[config.mk]
export PLATFORM = sky130hd
export DESIGN_NAME = gf3_row_normalize
export DESIGN_NICKNAME = d
export VERILOG_FILES = /design/src/rtl/gf3_row_normalize.sv
export SDC_FILE = /design/constraint.sdc
export NUM_CORES = 1
export LEC_CHECK = 0
export ABC_AREA = 1
export CELL_PAD_IN_SITES_DETAIL_PLACEMENT = 1
export CELL_PAD_IN_SITES_GLOBAL_PLACEMENT = 1
export CORE_ASPECT_RATIO = 1.2
export CORE_UTILIZATION = 38
export DETAILED_ROUTE_END_ITERATION = 7
export GPL_TIMING_DRIVEN = 0
export HOLD_SLACK_MARGIN = 0.03
export PLACE_DENSITY = 0.84
export REMOVE_ABC_BUFFERS = 1
export SKIP_LAST_GASP = 1
export SLEW_MARGIN = 5
export SYNTH_ARGS = -nofsm -noshare
export SYNTH_HDL_FRONTEND = slang
export SYNTH_SLANG_ARGS = --single-unit
[constraint.sdc]
create_clock -name clk -period 2.05 [get_ports clk]
set_input_delay 0.205 -clock clk [delete_from_list [all_inputs] [get_ports clk]]
set_output_delay 0.205 -clock clk [all_outputs]
set_load 0.01 [all_outputs]
[src/rtl/gf3_row_normalize.sv]
`default_nettype none
// ============================================================================
// Module   : gf3_row_normalize
// Purpose  : Scales a GF(3) row so its leading nonzero element becomes 1,
//            using an external inverter port for the pivot inverse.
// Revision : 1.0 - initial release
// ============================================================================
module gf3_row_normalize #(
  parameter  int N         = 8,
  parameter  int INV_DELAY = 1,
  localparam int IDX_W     = ($clog2(N) > 1) ? $clog2(N) : 1
) (
  input  logic             clk,
  input  logic             rst_n,
  input  logic [2*N-1:0]   in_row,
  input  logic             in_valid,
  output logic             in_ready,
  output logic [1:0]       inv_din,
  input  logic [1:0]       inv_dout,
  input  logic             inv_dout_en,
  output logic [2*N-1:0]   out_row,
  output logic [IDX_W-1:0] out_pivot,
  output logic             out_singular,
  output logic             out_valid,
  input  logic             out_ready
);

  typedef enum logic [1:0] {
    IDLE     = 2'd0,
    SCAN     = 2'd1,
    INV_WAIT = 2'd2,
    DONE     = 2'd3
  } state_t;

  localparam logic [IDX_W-1:0] c_last_idx = IDX_W'(N - 1);
  localparam logic [2:0]       c_inv_dly  = 3'(INV_DELAY);

  state_t           r_state;
  state_t           w_next;
  logic [2*N-1:0]   r_row;
  logic [IDX_W-1:0] r_idx;
  logic [IDX_W-1:0] r_pivot;
  logic [2:0]       r_wait;
  logic [1:0]       r_inv_din;
  logic [2*N-1:0]   r_out_row;
  logic [IDX_W-1:0] r_out_pivot;
  logic             r_out_sing;

  logic [1:0]       w_elem [N];
  logic [2*N-1:0]   w_clean_row;
  logic [2*N-1:0]   w_scaled_row;
  logic [1:0]       w_cur;
  logic             w_cur_nz;
  logic             w_last;
  logic             w_sample;
  logic             w_in_ready;
  logic             w_out_valid;

  // Illegal code 11 behaves as 0 in both the scan and the product
  function automatic logic [1:0] gf3_mul(input logic [1:0] a, input logic [1:0] b);
    logic [1:0] r;
    r = 2'b00;
    if (a != 2'b00 && a != 2'b11 && b != 2'b00 && b != 2'b11)
      r = (a == b) ? 2'b01 : 2'b10;
    return r;
  endfunction

  for (genvar gi = 0; gi < N; gi++) begin : g_elem
    assign w_elem[gi]                = (r_row[2*gi +: 2] == 2'b11) ? 2'b00 : r_row[2*gi +: 2];
    assign w_clean_row[2*gi +: 2]    = w_elem[gi];
    assign w_scaled_row[2*gi +: 2]   = gf3_mul(w_elem[gi], inv_dout);
  end

  assign w_cur    = w_elem[r_idx];
  assign w_cur_nz = (w_cur != 2'b00);
  assign w_last   = (r_idx == c_last_idx);
  assign w_sample = (r_wait == c_inv_dly);

  always_ff @(posedge clk) begin
    if (!rst_n) r_state <= IDLE;
    else        r_state <= w_next;
  end

  always_comb begin
    w_next      = r_state;
    w_in_ready  = 1'b0;
    w_out_valid = 1'b0;
    case (r_state)
      IDLE: begin
        w_in_ready = 1'b1;
        if (in_valid) w_next = SCAN;
      end
      SCAN: begin
        if (w_cur_nz)    w_next = INV_WAIT;
        else if (w_last) w_next = DONE;
      end
      INV_WAIT: begin
        if (w_sample) w_next = DONE;
      end
      DONE: begin
        w_out_valid = 1'b1;
        if (out_ready) w_next = IDLE;
      end
      default: w_next = IDLE;
    endcase
  end

  always_ff @(posedge clk) begin
    if (!rst_n) begin
      r_row       <= '0;
      r_idx       <= '0;
      r_pivot     <= '0;
      r_wait      <= '0;
      r_inv_din   <= '0;
      r_out_row   <= '0;
      r_out_pivot <= '0;
      r_out_sing  <= 1'b0;
    end else begin
      case (r_state)
        IDLE: begin
          if (in_valid) begin
            r_row  <= in_row;
            r_idx  <= '0;
            r_wait <= '0;
          end
        end
        SCAN: begin
          if (w_cur_nz) begin
            r_pivot   <= r_idx;
            r_inv_din <= w_cur;
            r_wait    <= '0;
          end else if (w_last) begin
            r_out_row   <= w_clean_row;
            r_out_pivot <= '0;
            r_out_sing  <= 1'b1;
          end else begin
            r_idx <= r_idx + 1'b1;
          end
        end
        INV_WAIT: begin
          r_wait <= r_wait + 3'd1;
          // A missing inverse is a protocol fault; report it as singular
          if (w_sample) begin
            if (inv_dout_en) begin
              r_out_row   <= w_scaled_row;
              r_out_pivot <= r_pivot;
              r_out_sing  <= 1'b0;
            end else begin
              r_out_row   <= w_clean_row;
              r_out_pivot <= '0;
              r_out_sing  <= 1'b1;
            end
          end
        end
        default: ;
      endcase
    end
  end

  assign in_ready     = w_in_ready;
  assign out_valid    = w_out_valid;
  assign inv_din      = r_inv_din;
  assign out_row      = r_out_row;
  assign out_pivot    = r_out_pivot;
  assign out_singular = r_out_sing;

endmodule
`default_nettype wire

==> metrics.txt <==
Top Usage Layer GRT met2; Layout Nets 512; clk sink count 49; FILL cells 977; detailed-router iteration count before antenna repair 4; prevailing post-synth register cell dfxtp_1; Die Wd 82.49 um; area post-placement 3374 sq um; Slew @ Worst Pin 745.4 ps; final hold violations 0; area share of the largest cell type after synthesis 0.3321; RSZ-0062 raised after global routing true; Post-Place Setup Slack -453.8 ps; Worst slew margin 0.5031; Top Ports 47; Core Region 7402 sq um; Area growth, synth to finish 21.77%; GRT Overall Usage 0.1994; GR Util met3 0.02778; antenna cell count 0; Avg Cell Area, Syn 6.886 sq um; cell depth of the worst setup path 10; DRC Markers 0; Worst Path Buf+Inv 1; fin crit period 1894 ps; Slew Viols, Final 0; grt ovf 0; TritonCTS clock tree yes; Initial Utilization 0.3991; FFs w/ async S/R, synth 0; final period utilization 0.9241; hpwl dp 5288 um; slowest stage delay, CP 410 ps; Worst Hold Depth 2; RePlAce Congestion 0.8265; WP data required 2260 ps; Yosys top cell by area dfxtp_1; Leak Pwr 0.001511 uW; # Max-Cap Violations 0; Warnings, synthesis 0; share of cells above drive strength 1 0.09013; GR Util met2 0.3675; Max VDD drop 0.8898 mV; PortBufs 46; count leader, synth nand2_1; Syn Inst Count 429; most frequent CP cell nor2_1; final number of setup-violating endpoints 0; number of global-route vias before repair 2898; Yosys cell types 30; reg2reg end out_row[13]; CTS buffer count 5; RR Startpoint r_state[0]; CTS max path bufs 2; vias per inst 5.070; Antenna Nets Post-Route 0; CTS Root Cell clkbuf_8; cell area power density 1384 nW/um^2; most frequent cells after synthesis 90 x nand2_1, 56 x nor2_1, 49 x dfxtp_1, 48 x inv_1, 34 x a21oi_1; Post-synth EDFFs 0; first-pass GRT wire length 12840 um; Std-Cell Rows 34; Avg WL per Cell 14.25 um; register area share after synthesis 0.3321; Routed Wire Length 7924 um; Slowest-stage cell, CP dfxtp_2; setup TNS 0 ps; worst min-delay path class flop to flop; CP Launch Type flop; Clock Latency Late Sink 310 ps; die height 98.59 um; Reg clk slew, reported paths 100 ps; initial antenna violation count 0; vias 2819; final instance area 3597 sq um; total power 4978 uW; Crit. End Element flop; top cells by area, synth dfxtp_1 33%, nand2_1 11%, ha_1 10%; Fmax 0.5279 GHz; Hold Path End r_pivot[2]; CP Cell Sequence inv_1 > ha_1 > nand2_4 > a21oi_1 > nand2_2 > nor2_1 > a22oi_1 > nand3_1 > nand2_1 > nor2_1; run status finished, final reports clean; CP Max Fanout 21; H-tree levels 2; CP delay by family, top simple AND/OR/NAND/NOR gates; worst setup margin 155.7 ps; largest net degree at the start of global routing 47; critical path type flop to flop; R2R Setup Slk 160 ps; Mapped Area 2954 sq um; Crit path arrival time 2110 ps; routing usage on met1 0.2323; synthesis-stage register bit count 49; Worst R2R Path Depth 10; Clock Skew 7.866 ps; Die ar. 8132 sq um; DR iter-0 viols 104; hold path startpoint r_pivot[2]
## metrics by stage
step	hold slack, ps	utilization	cells
floorplan	325.4	-	408
global placement	441.8	0.4566	544
detailed placement	452.0	0.4559	544
CTS	466.2	0.4762	553
global route	488.0	0.4860	556
finish	462.2	0.4860	556
## registers in the layout, summed over array words and instances (netlist names)
register	count
out_row	16
r_state	2
r_pivot	3
out_pivot	3
r_wait	3
r_row	16
inv_din	2
out_singular	1
r_idx	3
## cell usage in the layout (no fill, tap or decap), types with 2 or more instances in the layout
cell type	instances
a21oi_1	34
a22oi_1	8
a31oi_1	2
buf_4	2
clkbuf_8	6
clkdlybuf4s50_1	45
dfxtp_1	47
dfxtp_2	2
ha_1	22
inv_1	48
nand2_1	87
nand2_2	4
nand2_4	3
nand2_8	2
nand3_1	28
nand4_1	11
nor2_1	56
nor2_2	11
nor3_1	8
o21ai_0	23
o21ai_1	3
or2_2	2
## repair_timing
item                       4_1_cts  5_1_grt
buffers inserted                 1        1
pin swaps                        1        1
hold buffers                     0        0
resized for setup                6       10
cloned                           0        2
setup endpoints to repair       21       37
## worst max-delay path by stage
stage | start | to
6_report | r_state[0] | out_row[13]
5_1_grt | r_state[0] | out_row[14]
2_1_floorplan | r_state[0] | out_row[11]
3_3_place_gp | inv_dout_en | out_row[0]
3_5_place_dp | inv_dout_en | out_row[0]
4_1_cts | r_state[0] | out_row[13]
## final cells by class
type                            count  area, sq um  area share
Tap cell                           90        112.6     0.03130
Timing Repair inverter              1        11.26    0.003130
Inverter                           51        209.0     0.05809
Sequential cell                    49        983.4      0.2734
Clock inverter                      2        37.54     0.01043
Timing Repair Buffer               48        470.5      0.1308
Clock buffer                        6        82.58     0.02296
Multi-Input combinational cell    309         1690      0.4699
## cell families after synthesis
logic type,after synthesis,share of synthesized area
flip-flops,49,0.3321
buffers and inverters,72,0.1182
XOR/XNOR,1,0.002965
AO/OA/AOI/OAI,72,0.1355
adder cells (fa/ha/maj),24,0.1017
AND/OR/NAND/NOR,211,0.3096
## routing by layer
metal	up-vias	share of wire
met2	34	0.53
li1	1451	-
met3	8	0.020
met1	1326	0.44
met4	0	0.011
met5	-	0
## power breakdown
part	internal (uW)	switching, uW	leakage [uW]
Clock	397	352	0.0000574
Combinational	1070	1730	0.00105
Sequential	1230	198	0.000404
Total	2700	2280	0.00151
## worst reg2reg max path, stage by stage, from the launching register on
cell	delay, ps
dfxtp_2	410
inv_1	80
ha_1	240
nand2_4	220
a21oi_1	90
nand2_2	290
nor2_1	70
a22oi_1	140
nand3_1	120
nand2_1	90
nor2_1	60
(Power assumes the default switching activity.)
==> variant (same flow settings) <==
The 4 states of `state_t` get a one-hot encoding in 4 bits.
--- a/src/rtl/gf3_row_normalize.sv
+++ b/src/rtl/gf3_row_normalize.sv
@@ -26,9 +26,9 @@
 );
 
-  typedef enum logic [1:0] {
-    IDLE     = 2'd0,
-    SCAN     = 2'd1,
-    INV_WAIT = 2'd2,
-    DONE     = 2'd3
+  typedef enum logic [3:0] {
+    IDLE     = 4'b0001,
+    SCAN     = 4'b0010,
+    INV_WAIT = 4'b0100,
+    DONE     = 4'b1000
   } state_t;
 
Check against the original RTL: same outputs for any inputs over 10 cycles, from zero or initial values and one cycle with rst_n low; not proved beyond that.
==> variant against the original RTL <==
Sequential cell count up 2. Synthesized area up 7.0%. Worst setup slack worse by 0.069 ns. First-iteration DRC count up 6.7%. Routed wire length up 17%. Sequential share of layout area down 0.59 points. Final area up 6.4%.
Power is not compared: it rests on default switching activity, and its combinational part moved more than twofold at a synthesized area within 25%.
==> variant: results (changes against the original RTL) <==
metric	value	unit	change
status	completed		
clk_path_buf_depth	2		unchanged
post_dp_cell_area	3582	um^2	+6.2%
skew	0.006484	ns	-0.001382 ns
slowest_stage	clkdlybuf4s50_1		
muxShareOfSynthArea	0.3166	%	+0.32 points
path_max_fanout	4		-81%
antenna_found_initial	1		+1
max_slew_margin	57.45	%	+7.1 points
drtPass1Iterations	4		unchanged
place_ws	-0.5548	ns	-0.1011 ns
ys_types	31		+3.3%
synth_xor_xnor_area_share	0.8310	%	+0.53 points
gp_congestion	0.7853		-5.0%
fillers	1072		+9.7%
cpPeakStageDelay	0.59	ns	+0.18 ns
clk_pin_slew_worst_paths	0.10	ns	about the same
drt_iter0_markers	111		+6.7%
final_layout_size_suffix_gt1_share	11.00	%	+2.0 points
arrival	1.76	ns	-0.35 ns
grt_max_degree	41		-13%
htreeDepth	2		unchanged
dr_total_vias	3115		+11%
period_share	95.78	%	+3.4 points
fin_nets	542		+5.9%
dpl.cell_count	579		+6.4%
yosysSeqAreaShare	32.29	%	-0.92 points
synthTopCellsByCount	109 x nand2_1, 60 x inv_1, 51 x dfxtp_1, 47 x nand3_1, 41 x nor2_1		
synthCells	460		+7.2%
grt_pass1_vias	3246		+12%
netlist_top_cells_area	dfxtp_1 32%, nand2_1 13%, ha_1 7.9%		
drt_wl_total	9302	um	+17%
whs	0.4067	ns	-0.05553 ns
dp_hpwl	5806	um	+9.8%
rows	36		+5.9%
rrSetupSlack	0.12	ns	-0.04 ns
multi_input_area	1824	um^2	+7.9%
synthAdderAreaFrac	7.915	%	-2.3 points
min_path_type	primary input to register		
synth_compound_area_share	16.11	%	+2.6 points
grt_usage	22.19	%	+2.3 points
grt_first_pass_wirelength	15100	um	+18%
viasPerCell	5.227		+3.1%
==> variant: cell types whose count changed after synthesis, moves of 11 or more <==
cell,change
nand3_1,+19
a21oi_2,+18
inv_1,+12
nor2_1,-15
nor2_2,-11
nand2_1,+19
==> variant: worst max-delay path: cells and delay by family (launching register included) <==
family,cells,cell delay (ns)
DFF,1,0.39
and+or+nand+nor,2,0.40
buffers and inverters,2,0.65
==> variant: final timing paths <==
kind,startpoint,to,depth (start not counted)
worst max-delay path,r_state[1]$_SDFFE_PN0P_,out_valid,4
worst min-delay path,rst_n,r_state[0]$_SDFFE_PN1P_,2
worst max register to register,r_row[12]$_SDFFE_PN0P_,out_row[1]$_SDFFE_PN0P_,11
worst min register to register,out_pivot[0]$_SDFFE_PN0P_,out_pivot[0]$_SDFFE_PN0P_,2
==> variant: layout make-up <==
class	instances	share of cell area (%)
Tap cell	95	3.107
Clock inverter	2	0.9156
Timing Repair Buffer	50	12.82
Antenna cell	1	0.06540
Sequential cell	51	26.75
Multi-Input combinational cell	326	47.68
Inverter	65	6.508
Clock buffer	6	2.158
==> variant: repair_timing <==
action	in CTS	in global routing
hold buffers	0	0
setup endpoints to repair	47	29
gates resized for setup	8	8
cloned	2	2
buffers inserted	4	0
pin swaps	3	2
==> variant: report_power, final <==
group,internal (mW),switching [mW]
clock network,0.396,0.355
logic,0.341,0.594
registers,1.08,0.0693
==> variant: per-layer routing <==
layer	wire, um	global-route usage (%)	share of wire, %	vias to the layer above
met1	3725	23.62	40	1494
met4	283	10.64	3.0	0
met3	305	3.877	3.3	20
met2	4988	42.49	54	47
met5	0	0	0	-
li1	-	-	-	1554
